==> src/rtl/descrambler_66_if.sv <==
// Block stream between the RX gearbox, the 64b/66b descrambler and the decoder,
// together with the descrambler's error/status outputs.
interface descrambler_66_if #(
  parameter int unsigned CNT_W = 16
);
  logic [65:0]      din;
  logic             din_valid;
  logic             word_locked;
  logic             cnt_clear;
  logic [65:0]      dout;
  logic             dout_valid;
  logic             hdr_err;
  logic             type_err;
  logic             ber_high;
  logic [CNT_W-1:0] hdr_err_cnt;
  logic [CNT_W-1:0] type_err_cnt;

  modport master (
    output din, din_valid, word_locked, cnt_clear,
    input  dout, dout_valid, hdr_err, type_err, ber_high, hdr_err_cnt, type_err_cnt
  );

  modport slave (
    input  din, din_valid, word_locked, cnt_clear,
    output dout, dout_valid, hdr_err, type_err, ber_high, hdr_err_cnt, type_err_cnt
  );
endinterface

==> src/rtl/descrambler_66.sv <==
// 64b/66b self-synchronous descrambler (x^58 + x^39 + 1) with sync-header and
// block-type checking, saturating error counters and a windowed BER monitor.
module descrambler_66 #(
  parameter int unsigned WINDOW     = 1024,
  parameter int unsigned BER_THRESH = 16,
  parameter int unsigned CNT_W      = 16
) (
  input  logic           clk,
  input  logic           rst_n,
  descrambler_66_if.slave bus
);

  localparam int unsigned BLK_W = (WINDOW > 1) ? $clog2(WINDOW) : 1;
  localparam int unsigned ERR_W = $clog2(BER_THRESH + 1);
  localparam logic [BLK_W-1:0] BLK_LAST = BLK_W'(WINDOW - 1);
  localparam logic [ERR_W-1:0] ERR_MAX  = ERR_W'(BER_THRESH);

  typedef enum logic {IDLE, COUNT} state_t;

  state_t            state, state_next;
  logic [57:0]       sreg;
  logic [121:0]      x;
  logic [63:0]       plain;
  logic              hdr_bad, type_bad;
  logic [65:0]       dout_q;
  logic              dout_valid_q, hdr_err_q, type_err_q, ber_high_q, ber_next;
  logic [CNT_W-1:0]  hdr_cnt_q, type_cnt_q;
  logic [BLK_W-1:0]  blk_cnt, blk_next;
  logic [ERR_W-1:0]  win_err, werr_next, werr_inc;

  function automatic logic type_legal(input logic [7:0] t);
    case (t)
      8'h1E, 8'h2D, 8'h33, 8'h4B, 8'h55, 8'h66, 8'h78, 8'h87,
      8'h99, 8'hAA, 8'hB4, 8'hCC, 8'hD2, 8'hE1, 8'hFF: return 1'b1;
      default: return 1'b0;
    endcase
  endfunction

  // sreg[57] is the newest scrambled bit, so x is one continuous bit history.
  always_comb begin
    x = {bus.din[65:2], sreg};
    plain = '0;
    for (int unsigned i = 0; i < 64; i++) begin
      plain[i] = x[58+i] ^ x[19+i] ^ x[i];
    end
  end

  always_comb begin
    hdr_bad  = bus.word_locked && (bus.din[1:0] == 2'b00 || bus.din[1:0] == 2'b11);
    type_bad = bus.word_locked && (bus.din[1:0] == 2'b01) && !type_legal(plain[7:0]);
  end

  always_ff @(posedge clk or negedge rst_n) begin
    if (!rst_n) begin
      sreg         <= '0;
      dout_q       <= '0;
      dout_valid_q <= 1'b0;
      hdr_err_q    <= 1'b0;
      type_err_q   <= 1'b0;
    end else begin
      dout_valid_q <= bus.din_valid;
      hdr_err_q    <= bus.din_valid && hdr_bad;
      type_err_q   <= bus.din_valid && type_bad;
      if (bus.din_valid) begin
        dout_q <= {plain, bus.din[1:0]};
        sreg   <= bus.din[65:8];
      end
    end
  end

  always_ff @(posedge clk or negedge rst_n) begin
    if (!rst_n) begin
      hdr_cnt_q  <= '0;
      type_cnt_q <= '0;
    end else if (bus.cnt_clear) begin
      hdr_cnt_q  <= '0;
      type_cnt_q <= '0;
    end else begin
      if (bus.din_valid && hdr_bad && hdr_cnt_q != '1)
        hdr_cnt_q <= hdr_cnt_q + 1'b1;
      if (bus.din_valid && type_bad && type_cnt_q != '1)
        type_cnt_q <= type_cnt_q + 1'b1;
    end
  end

  always_ff @(posedge clk or negedge rst_n) begin
    if (!rst_n) begin
      state      <= IDLE;
      blk_cnt    <= '0;
      win_err    <= '0;
      ber_high_q <= 1'b0;
    end else begin
      state      <= state_next;
      blk_cnt    <= blk_next;
      win_err    <= werr_next;
      ber_high_q <= ber_next;
    end
  end

  // The block that moves IDLE->COUNT is also the first block of the window.
  always_comb begin
    state_next = state;
    blk_next   = blk_cnt;
    werr_next  = win_err;
    ber_next   = ber_high_q;
    werr_inc   = (hdr_bad && win_err != ERR_MAX) ? win_err + 1'b1 : win_err;
    if (!bus.word_locked) begin
      state_next = IDLE;
      blk_next   = '0;
      werr_next  = '0;
    end else if (bus.din_valid) begin
      state_next = COUNT;
      if (blk_cnt == BLK_LAST) begin
        ber_next  = (werr_inc >= ERR_MAX);
        blk_next  = '0;
        werr_next = '0;
      end else begin
        blk_next  = blk_cnt + 1'b1;
        werr_next = werr_inc;
      end
    end
  end

  assign bus.dout         = dout_q;
  assign bus.dout_valid   = dout_valid_q;
  assign bus.hdr_err      = hdr_err_q;
  assign bus.type_err     = type_err_q;
  assign bus.ber_high     = ber_high_q;
  assign bus.hdr_err_cnt  = hdr_cnt_q;
  assign bus.type_err_cnt = type_cnt_q;

endmodule

==> src/flat_wrapper.sv <==
// flat-port wrapper written by rule: the top's interface ports become plain ports
module descrambler_66_flat 
#(
  parameter int unsigned WINDOW     = 1024,
  parameter int unsigned BER_THRESH = 16,
  parameter int unsigned CNT_W      = 16
)
  (clk, rst_n, bus_din, bus_din_valid, bus_word_locked, bus_cnt_clear, bus_dout, bus_dout_valid, bus_hdr_err, bus_type_err, bus_ber_high, bus_hdr_err_cnt, bus_type_err_cnt);
  descrambler_66_if #(.CNT_W(CNT_W)) bus_i ();
  input  logic clk;
  input  logic rst_n;
  input wire logic [$bits(bus_i.din)-1:0] bus_din;
  input wire logic [$bits(bus_i.din_valid)-1:0] bus_din_valid;
  input wire logic [$bits(bus_i.word_locked)-1:0] bus_word_locked;
  input wire logic [$bits(bus_i.cnt_clear)-1:0] bus_cnt_clear;
  output wire logic [$bits(bus_i.dout)-1:0] bus_dout;
  output wire logic [$bits(bus_i.dout_valid)-1:0] bus_dout_valid;
  output wire logic [$bits(bus_i.hdr_err)-1:0] bus_hdr_err;
  output wire logic [$bits(bus_i.type_err)-1:0] bus_type_err;
  output wire logic [$bits(bus_i.ber_high)-1:0] bus_ber_high;
  output wire logic [$bits(bus_i.hdr_err_cnt)-1:0] bus_hdr_err_cnt;
  output wire logic [$bits(bus_i.type_err_cnt)-1:0] bus_type_err_cnt;
  assign bus_i.din = bus_din;
  assign bus_i.din_valid = bus_din_valid;
  assign bus_i.word_locked = bus_word_locked;
  assign bus_i.cnt_clear = bus_cnt_clear;
  assign bus_dout = bus_i.dout;
  assign bus_dout_valid = bus_i.dout_valid;
  assign bus_hdr_err = bus_i.hdr_err;
  assign bus_type_err = bus_i.type_err;
  assign bus_ber_high = bus_i.ber_high;
  assign bus_hdr_err_cnt = bus_i.hdr_err_cnt;
  assign bus_type_err_cnt = bus_i.type_err_cnt;
  descrambler_66 #(.WINDOW(WINDOW), .BER_THRESH(BER_THRESH), .CNT_W(CNT_W)) u_core (.clk(clk), .rst_n(rst_n), .bus(bus_i));
endmodule
==> config.mk <==
export PLATFORM = sky130hd
export DESIGN_NAME = descrambler_66_flat
export DESIGN_NICKNAME = d
export VERILOG_FILES = /design/src/rtl/descrambler_66_if.sv /design/src/rtl/descrambler_66.sv /design/src/flat_wrapper.sv
export SDC_FILE = /design/constraint.sdc
export NUM_CORES = 1
export LEC_CHECK = 0
export ABC_AREA = 0
export BUFFER_PORTS_ARGS = -buffer_cell sky130_fd_sc_hd__buf_2
export CORE_ASPECT_RATIO = 0.5
export CORE_MARGIN = 2
export CORE_UTILIZATION = 35
export CTS_CLUSTER_SIZE = 40
export DETAILED_ROUTE_END_ITERATION = 10
export GPL_ROUTABILITY_DRIVEN = 0
export MAX_ROUTING_LAYER = met4
export PLACE_DENSITY_LB_ADDON = 0.1
export SLEW_MARGIN = 25
export SYNTH_ARGS = -nofsm -noshare
export SYNTH_HDL_FRONTEND = slang
export SYNTH_SLANG_ARGS = --single-unit
==> constraint.sdc <==
create_clock -name clk -period 4.61 [get_ports clk]
set_clock_uncertainty 0.05 [all_clocks]
set_input_delay 1.383 -clock clk [delete_from_list [all_inputs] [get_ports clk]]
set_output_delay 1.383 -clock clk [all_outputs]
set_load 0.02 [all_outputs]
==> results of run 1 <==
[stage by stage]
stage	setup WS [ps]	cell area, um^2	instances	utilization
after floorplan	1340	8910	722	-
after global placement	938	10100	1212	0.404
after detailed placement	877	10100	1212	0.404
after CTS	1360	10700	1244	0.428
after global routing	1220	10700	1244	0.428
final	1320	10700	1244	0.428
[registers in the layout (all words and copies together) (netlist names)]
signal and count:
u_core.blk_cnt 10, u_core.bus.ber_high 1, u_core.bus.dout 66, u_core.bus.dout_valid 1
u_core.bus.hdr_err 1, u_core.bus.hdr_err_cnt 16, u_core.bus.type_err 1, u_core.bus.type_err_cnt 16
u_core.sreg 58, u_core.win_err 5
[layer usage]
metal | vias up | global-route usage | wire [um]
li1 | 2890 | - | -
met1 | 3064 | 0.220 | 10200
met2 | 111 | 0.253 | 9640
met3 | 17 | 0.0489 | 862
met4 | 0 | 0.0411 | 153
met5 | - | - | 0
[layout make-up]
| type | count | area, um^2 |
|---|---|---|
| clock inverters | 7 | 98.8 |
| flip-flops and latches | 175 | 4380 |
| repair buffers | 177 | 938 |
| well taps | 344 | 430 |
| inverters | 5 | 18.8 |
| multi-input cells | 511 | 4370 |
| clock buffers | 25 | 505 |
| fillers | 2417 | 14300 |
[path summary, 6_finish.rpt]
| check | end | slack (ps) |
|---|---|---|
| max in group asynchronous | u_core.bus.dout[12] | 2770 |
| setup reg to reg | u_core.bus.type_err_cnt[6] | 1920 |
| hold reg to reg | u_core.blk_cnt[9] | 440 |
| min in group asynchronous | u_core.bus.hdr_err_cnt[4] | 960 |
| setup / recovery | u_core.bus.type_err_cnt[6] | 1320 |
| hold / removal | u_core.blk_cnt[9] | 440 |
[cell usage after synthesis, types with 2 or more instances]
library cell	count	area, um^2
and4_1	4	35.0
nor2_1	24	90.1
and3_1	9	56.3
nand3_1	17	85.1
mux2_1	3	33.8
nor3_1	5	25.0
nand4_1	22	138
or4_1	3	22.5
o2111ai_2	3	45.0
xor3_1	4	95.1
nand2_1	34	128
or3_1	10	62.6
buf_6	2	22.5
xnor2_1	118	1030
xor3_2	4	100
o21ai_0	21	105
mux2_4	2	30.0
o31ai_1	5	37.5
a21boi_0	2	15.0
xnor3_1	5	113
xor2_1	9	78.8
dfrtp_1	175	4380
a2111o_1	2	22.5
nand2b_1	4	25.0
mux2_2	124	1400
nor3b_1	3	22.5
clkbuf_1	22	82.6
nor2b_1	9	56.3
and2_1	4	25.0
nor4_1	12	75.1
ha_1	6	75.1
buf_2	5	25.0
o21ai_1	6	30.0
a21oi_1	16	80.1
inv_1	5	18.8
[critical path: cells and delay by family]
kind / cells / cell delay (ps)
AOI/OAI and AO/OA: 1 / 140
xor gates and xnor gates: 1 / 520
buffers and inverters: 1 / 130
and+or+nand+nor: 3 / 1030
muxes: 1 / 360
[cell families (layout without fill, tap and decap cells)]
| logic type | count (synthesis) | in the layout | share of synthesized area |
|---|---|---|---|
| DFF | 175 | 175 | 0.492 |
| and+or+nand+nor | 168 | 168 | 0.105 |
| xor gates and xnor gates | 141 | 141 | 0.162 |
| muxes | 130 | 130 | 0.165 |
| AOI/OAI and AO/OA | 66 | 66 | 0.0499 |
| buffers and inverters | 36 | 214 | 0.0177 |
| adders and majority gates | 6 | 6 | 0.00843 |
[report_power, final]
part	leakage (nW)	switching, W	internal, W
clock	0.294	0.000612	0.000874
combinational	2.18	0.000580	0.000491
sequential	2.16	0.000141	0.00175
total	4.63	0.00133	0.00311
==> summary.md, run 1 <==
| Metric | Value |
|---|---|
| DP HPWL | `15.0 mm` |
| Synthesized flop and latch total | `175` |
| CP endpoint kind | `flop` |
| Nets@finish | `964` |
| PortBufs | `approximately 170` |
| Synth unique cells | `58` |
| Share of cells above drive strength 1 | `0.386` |
| CTS tree | `yes` |
| Post-synth EDFFs | `0` |
| Worst Reg-to-Reg Cells | `6` |
| Critical path required time | `4880 ps` |
| Post-CTS sizing | `0` |
| Slew @ Worst Pin | `883 ps` |
| Setup TNS | `0 ps` |
| Worst-Skew Late Latency | `440 ps` |
| Final setup viols | `0` |
| CP max stage delay | `~520 ps` |
| # Post-CTS Setup Buffers | `0` |
| CTS Buffer Depth | `2` |
| Synthesized Nets | `799` |
| Largest net degree at the start of global routing | `101` |
| Critical path startpoint | `bus_din[4]` |
| Synth warn | `0` |
| First-pass GRT wire length | `33.3 mm` |
| Worst Min Path Start | `u_core.blk_cnt[9]` |
| Num ports | `173` |
| Final Slew Violations | `0` |
| WL final | `20.9 mm` |
| Worst path cell trace | `buf_2 > xor3_1 > nor2b_1 > o2111ai_2 > nand4_4 > nor4_1 > mux2_1` |
| Worst path arrival time | `3570 ps` |
| Row cnt | `41` |
| Most common cell after layout, fill and taps aside | `dfrtp_1` |
| Leak | `between 4 and 5 nW` |
| H-tree levels | `4` |
| Seq/Total Area, Yosys | `0.492` |
| Commonest register cell after synthesis | `dfrtp_1` |
| Clk sinks | `~180` |
| P&R area growth vs syn | `20.6%` |
| Worst r2r src | `u_core.sreg[24]` |
| Initial antenna violation count | `0` |
| Die area | `0.0268 mm^2` |
| Final Power | `roughly 0.0044 W` |
| Most frequent cells in the layout | `175 x dfrtp_1, 170 x buf_2, 124 x mux2_2` |
| Clock slew seen by the registers of the worst setup and hold paths | `approximately 60 ps` |
| Average size of a mapped cell | `between 10 and 15 um^2` |
| Wire per inst | `16.8 um` |
| Vias in the first global route | `5976` |
| Hold Vio Cnt, Final | `0` |
| Antenna-violating nets left | `0` |
| Initial Util | `0.355` |
| CP max FO | `26` |
| Gate count after technology mapping | `approximately 720` |
| Iter 0 DRT Violations | `roughly 350` |
| Root buf cell | `clkbuf_16` |
| Chip width | `230 um` |
| Status | `complete, no violations` |
| Syn Std Cell Area | `between 0.008 and 0.009 mm^2` |
| Core area | `around 0.025 mm^2` |
| Antenna Cells | `0` |
| Min cycle time layout | `about 3300 ps` |
| DRC errors left | `0` |
| Drt via density | `4.89` |
| RSZ-0062 raised after global routing | `false` |
| Cts bufs inserted | `17` |
| Total grt overflow | `0` |
| P per Cell Area | `414 mW/mm^2` |
| Worst vdd ir | `0.000254 V` |
| Fmax | `0.304 GHz` |
| Critical path class | `in2reg` |
| Hold path depth | `1` |
| Post-synth ARST share | `1.00` |
| Routed via count | `6082` |
| Tot GR Track Use | `0.166` |
| Final period util | `0.715` |
| HP Class | `reg2reg` |
| DIE HEIGHT | `117 um` |
| Hold_ws | `445 ps` |
| Worst setup SP type | `primary input` |
| Max-cap violations | `0` |
| DRT Pass-1 Iters | `4` |
| Critical path's slowest cell | `xor3_1` |
| Slew headroom | `0.411` |
| Post-CTS Hold Fix Bufs | `0` |
(Power assumes the default switching activity.)
==> run 2: changes to the inputs <==
- clock period: 4.61 -> 2.7 ns (I/O delays scaled with it)
==> summary.md, run 2 (same netlist as run 1, synthesis figures left out) <==
| Metric | Value |
|---|---|
| Status | `complete, no violations` |
| Worst setup SP type | `flop` |
| Clock power share | `0.351 (+0.017)` |
| Hold Vio Cnt, Final | `0 (unchanged)` |
| Seq pwr share | `0.406 (-0.019)` |
| Final Slew Violations | `0 (unchanged)` |
| Largest net degree at the start of global routing | `125 (+24%)` |
| First-pass GRT wire length | `33.6 mm (+0.99%)` |
| Slew headroom | `0.488 (+0.0770)` |
| Min cycle time layout | `between 2000 and 2500 ps` |
| Initial antenna violation count | `1 (+1)` |
| CTS tree | `yes` |
| Worst path arrival time | `2780 ps (-790 ps)` |
| Setup TNS | `0 ps (unchanged)` |
| Worst-Skew Late Latency | `450 ps (about the same)` |
| CP max FO | `13 (-50%)` |
| Clk sinks | `175 (unchanged)` |
| Core area | `0.0251 mm^2 (unchanged)` |
| H-tree levels | `4 (unchanged)` |
| Comb power frac | `0.243 (+0.002)` |
| HP Class | `in2async` |
| Wire per inst | `16.6 um (-1.3%)` |
| Switch Pwr | `0.00233 W (+75%)` |
| Max-cap violations | `0 (unchanged)` |
| Share of cells above drive strength 1 | `0.408 (+0.0226)` |
| Tot GR Track Use | `0.168 (+0.00195)` |
| DP HPWL | `15.1 mm (+0.82%)` |
| WL final | `21.1 mm (+1.3%)` |
| Root buf cell | `clkbuf_16` |
| Switching share of total power | `0.294 (-0.00545)` |
| Clock slew seen by the registers of the worst setup and hold paths | `70 ps (about the same)` |
| Fmax | `about 0.40 GHz` |
| Row cnt | `41 (unchanged)` |
| CP endpoint kind | `flop` |
| Total grt overflow | `0 (unchanged)` |
| P&R area growth vs syn | `24.0%` |
| Placed insts | `1243 (+2.6%)` |
| Critical path class | `reg2reg` |
| Iter 0 DRT Violations | `348 (+0.58%)` |
| P per Cell Area | `717 mW/mm^2 (+73%)` |
| DIE HEIGHT | `117 um (unchanged)` |
| PortBufs | `172 (unchanged)` |
| Most frequent cells in the layout | `175 x dfrtp_1, 170 x buf_2, 124 x mux2_2` |
| CTS Buffer Depth | `2 (unchanged)` |
| Post-Layout Cell Count | `1276 (+2.6%)` |
| Layout filler cell count | `2389 (-1.2%)` |
| Critical path startpoint | `u_core.sreg[23]` |
| Critical path required time | `2980 ps (-1900 ps)` |
| Drt via density | `4.86 (-0.65%)` |
| Slew @ Worst Pin | `768 ps (-115 ps)` |
| DRC errors left | `0 (unchanged)` |
| Leak | `4.80 nW (+3.7%)` |
| Vias in the first global route | `6135 (+2.7%)` |
| Routed via count | `6198 (+1.9%)` |
| Worst vdd ir | `0.000479 V (+88%)` |
| Worst r2r src | `u_core.sreg[23]` |
| Chip width | `230 um (unchanged)` |
| Initial Util | `0.355 (unchanged)` |
| Final period util | `0.925` |
| Cts bufs inserted | `17 (unchanged)` |
| RSZ-0062 raised after global routing | `false` |
| Int Power | `0.00559 W (+80%)` |
| Nets@finish | `995 (+3.2%)` |
| Flip-flop count of the largest register after layout | `66 (unchanged)` |
| Num ports | `173 (unchanged)` |
| Die area | `0.0268 mm^2 (unchanged)` |
| Antenna-violating nets left | `0 (unchanged)` |
| Final setup viols | `0 (unchanged)` |
| Most common cell after layout, fill and taps aside | `dfrtp_1` |
| DRT Pass-1 Iters | `4 (unchanged)` |
==> run 2: changes by cell type in the layout (fill, tap and decap cells not counted), sizes merged <==
cell,previous run,this run
buf,176,207
diode,0,1
clkbuf,26,24
bufinv,2,5
clkinv,3,2
==> run 2: per-stage QoR <==
stage	utilization	hold slack (ps)	worst slack, ps	cell area [um^2]	power, W
4_1_cts	0.440	172	149	11000	0.00803
3_3_place_gp	0.414	428	-249	10400	0.00519
2_1_floorplan	-	399	1.84	8910	0.00448
6_report	0.440	185	202	11000	0.00792
3_5_place_dp	0.414	435	-291	10400	0.00522
5_1_grt	0.440	185	39.1	11000	0.00832
==> run 2: layout make-up <==
class	count	area, um^2	share of cell area
clock inverters	9	180	0.0163
well taps	344	430	0.0390
repair buffers	208	1180	0.107
flip-flops and latches	175	4380	0.396
diodes	1	2.50	0.000227
multi-input cells	511	4390	0.397
inverters	5	18.8	0.00170
clock buffers	23	468	0.0424
==> run 2: path summary, 6_finish.rpt <==
| path | to | slack, ps | cells past startpoint |
|---|---|---|---|
| max in group asynchronous | u_core.sreg[55] | 1720 | 2 |
| worst min register to register | u_core.blk_cnt[9] | 440 | 1 |
| worst max register to register | u_core.bus.type_err_cnt[14] | 200 | 7 |
| min in group clk | u_core.blk_cnt[9] | 440 | 1 |
| worst max-delay path | u_core.bus.type_err_cnt[14] | 200 | 7 |
| worst min-delay path | u_core.bus.hdr_err_cnt[14] | 190 | 1 |
==> run 2: critical path: stages (launching register included) <==
cell	delay (ps)
dfrtp_1	430
xnor3_1	570
nor4_1	100
o2111ai_2	240
nand4_4	250
buf_4	250
o31a_1	290
o21ba_2	200
==> run 2: repair_timing <==
action / 4_1_cts / 5_1_grt
endpoints found under the setup margin: 0 / 6
hold buffers: 0 / 0
setup buffers: 0 / 0
resized for setup: 0 / 2
==> run 2: power by group through the flow <==
stage / registers [W] / clock network, W / logic, W
floorplan: 0.00357 / 0 / 0.000910
global placement: 0.00325 / 0 / 0.00193
detailed placement: 0.00327 / 0 / 0.00195
CTS: 0.00322 / 0.00285 / 0.00195
global route: 0.00327 / 0.00297 / 0.00208
finish: 0.00321 / 0.00278 / 0.00193
==> run 2: per-layer routing <==
| metal | GRT usage | vias up | share of wire |
|---|---|---|---|
| li1 | - | 2956 | - |
| met1 | 0.220 | 3122 | 0.48 |
| met2 | 0.260 | 99 | 0.47 |
| met3 | 0.0361 | 21 | 0.037 |
| met4 | 0.0632 | 0 | 0.015 |
| met5 | - | - | 0 |
==> run 3: changes to the inputs <==
- CORE_UTILIZATION: 35 -> 50
==> summary.md, run 3 (same netlist as run 1, synthesis figures left out) <==
| Metric | Value |
|---|---|
| Clk sinks | `175 (unchanged)` |
| Share of cells above drive strength 1 | `0.415 (+0.00637)` |
| Hold Vio Cnt, Final | `0 (unchanged)` |
| Min cycle time layout | `2590 ps (+88.5 ps)` |
| Total grt overflow | `0 (unchanged)` |
| Seq pwr share | `0.422 (+0.016)` |
| Worst path arrival time | `2860 ps (+80 ps)` |
| DRC errors left | `0 (unchanged)` |
| Worst r2r src | `u_core.sreg[24]` |
| Die area | `0.0190 mm^2 (-29%)` |
| M1 wire length | `9.73 mm (-4.2%)` |
| Slew @ Worst Pin | `741 ps (-27.1 ps)` |
| Root buf cell | `clkbuf_16` |
| First-pass GRT wire length | `32.4 mm (-3.5%)` |
| P&R area growth vs syn | `22.1%` |
| Comb power frac | `0.251 (+0.008)` |
| CTS tree | `yes` |
| CTS Buffer Depth | `2 (unchanged)` |
| CP endpoint kind | `flop` |
| Iter 0 DRT Violations | `259 (-26%)` |
| Final Power | `0.00764 W (-3.5%)` |
| Worst flop-to-flop path endpoint | `u_core.bus.type_err_cnt[14]` |
| Flip-flop count of the largest register after layout | `66 (unchanged)` |
| Clock slew seen by the registers of the worst setup and hold paths | `70 ps (about the same)` |
| Worst-Skew Late Latency | `430 ps (-20 ps)` |
| Most frequent cells in the layout | `175 x dfrtp_1, 170 x buf_2, 124 x mux2_2` |
| Critical path required time | `2970 ps (about the same)` |
| Metal2 WL | `9.01 mm (-8.7%)` |
| Top layer in use | `met4` |
| Core Util, Final | `0.625 (+0.185)` |
| Chip width | `193 um (-16%)` |
| Final Slew Violations | `0 (unchanged)` |
| Switch Pwr | `0.00234 W (+0.51%)` |
| Worst vdd ir | `0.000453 V (-5.3%)` |
| Final setup viols | `0 (unchanged)` |
| Int Power | `0.00529 W (-5.2%)` |
| Routed via count | `6234 (+0.58%)` |
| HP Class | `in2async` |
| Worst Reg-to-Reg Cells | `7 (unchanged)` |
| Antenna-violating nets left | `0 (unchanged)` |
| Slew headroom | `0.506 (+0.0181)` |
| Wire per inst | `16.9 um (+1.8%)` |
| CP max FO | `7 (-6)` |
| Fmax | `0.387 GHz (-3.4%)` |
| Core area | `0.0174 mm^2 (-31%)` |
| DP HPWL | `14.4 mm (-4.9%)` |
| Cts bufs inserted | `17 (unchanged)` |
| WL final | `19.7 mm (-6.6%)` |
| Initial antenna violation count | `0 (-1)` |
| Worst setup SP type | `primary input` |
| Initial Util | `0.512 (+0.157)` |
| Most common cell after layout, fill and taps aside | `dfrtp_1` |
| Antenna Cells | `0 (-1)` |
| Nets@finish | `1001 (+0.60%)` |
| Vias in the first global route | `6395 (+4.2%)` |
| Leak | `4.79 nW (-0.25%)` |
| Max-cap violations | `0 (unchanged)` |
| PortBufs | `172 (unchanged)` |
| Drt via density | `5.33 (+9.7%)` |
| Post-Layout Cell Count | `1170 (-8.3%)` |
| DRT Pass-1 Iters | `4 (unchanged)` |
| Final period util | `0.958 (+0.0328)` |
| R2r setup slk | `130 ps (-70 ps)` |
| H-tree levels | `4 (unchanged)` |
| DIE HEIGHT | `98.4 um (-16%)` |
| Tot GR Track Use | `0.225 (+0.0569)` |
| Critical path class | `in2reg` |
| Largest net degree at the start of global routing | `58 (-54%)` |
| # Post-CTS Setup Buffers | `0 (unchanged)` |
| Placed insts | `1139 (-8.4%)` |
| Metal3 WL | `852 um (+9.2%)` |
| Clock power share | `0.328 (-0.023)` |
| Status | `complete, no violations` |
| Row cnt | `34 (-17%)` |
| RSZ-0062 raised after global routing | `false` |
| Switching share of total power | `0.307 (+0.0123)` |
| Num ports | `173 (unchanged)` |
| P per Cell Area | `702 mW/mm^2 (-2.0%)` |
==> run 3: cell types whose count changed in the layout (fill, tap and decap cells not counted), sizes merged <==
cell | before | now
bufinv | 5 | 2
clkbuf | 24 | 18
clkinvlp | 1 | 3
diode | 1 | 0
inv | 6 | 10
buf | 207 | 214
clkinv | 2 | 3
==> run 3: critical path, cell delays in order <==
cell	delay [ps]
buf_2	120
xor3_1	490
buf_4	200
nor4_1	450
o22ai_4	210
nand4_1	210
buf_4	140
nor4_1	30
o21ba_2	190
==> run 3: final cells by class <==
class,instances,area [um^2]
multi-input cells,511,4380
inverters,5,18.8
fillers,1445,6520
well taps,234,293
flip-flops and latches,175,4380
clock buffers,18,439
repair buffers,214,1210
clock inverters,13,151
==> run 3: worst max-delay path by stage <==
stage	start	endpoint	slack [ps]	cells past startpoint
6_report	bus_din[4]	u_core.bus.type_err_cnt[14]	110	9
3_5_place_dp	bus_din[4]	u_core.bus.type_err_cnt[8]	-330	8
2_1_floorplan	bus_din[3]	u_core.bus.type_err_cnt[15]	2	8
3_3_place_gp	bus_din[4]	u_core.bus.type_err_cnt[8]	-260	8
4_1_cts	u_core.sreg[24]	u_core.bus.type_err_cnt[8]	110	7
5_1_grt	u_core.sreg[24]	u_core.bus.type_err_cnt[8]	3	6
==> run 3: power by group through the flow <==
stage               clock, W  sequential (W)  combinational, W
floorplan                  0         0.00357          0.000910
global placement           0         0.00325           0.00190
detailed placement         0         0.00327           0.00193
CTS                  0.00256         0.00322           0.00193
global route         0.00267         0.00327           0.00207
finish               0.00250         0.00322           0.00191
==> run 3: what timing repair did <==
action / CTS / global route
hold buffers: 0 / 0
resized for setup: 0 / 1
endpoints found under the setup margin: 0 / 3
==> run 3: per-stage QoR <==
| step | setup TNS, ps | hold WS (ps) | cell area, um^2 | setup slack [ps] |
|---|---|---|---|---|
| final | 0 | 230 | 10900 | 113 |
| after global routing | 0 | 242 | 10900 | 3.02 |
| after CTS | 0 | 229 | 10900 | 113 |
| after detailed placement | -4190 | 439 | 10300 | -326 |
| after global placement | -3340 | 433 | 10300 | -259 |
| after floorplan | 0 | 399 | 8910 | 1.84 |
==> run 3: layer usage <==
layer	GRT usage	vias up
li1	-	2968
met3	0.0471	15
met1	0.313	3133
met4	0.0482	0
met2	0.342	118
met5	-	-
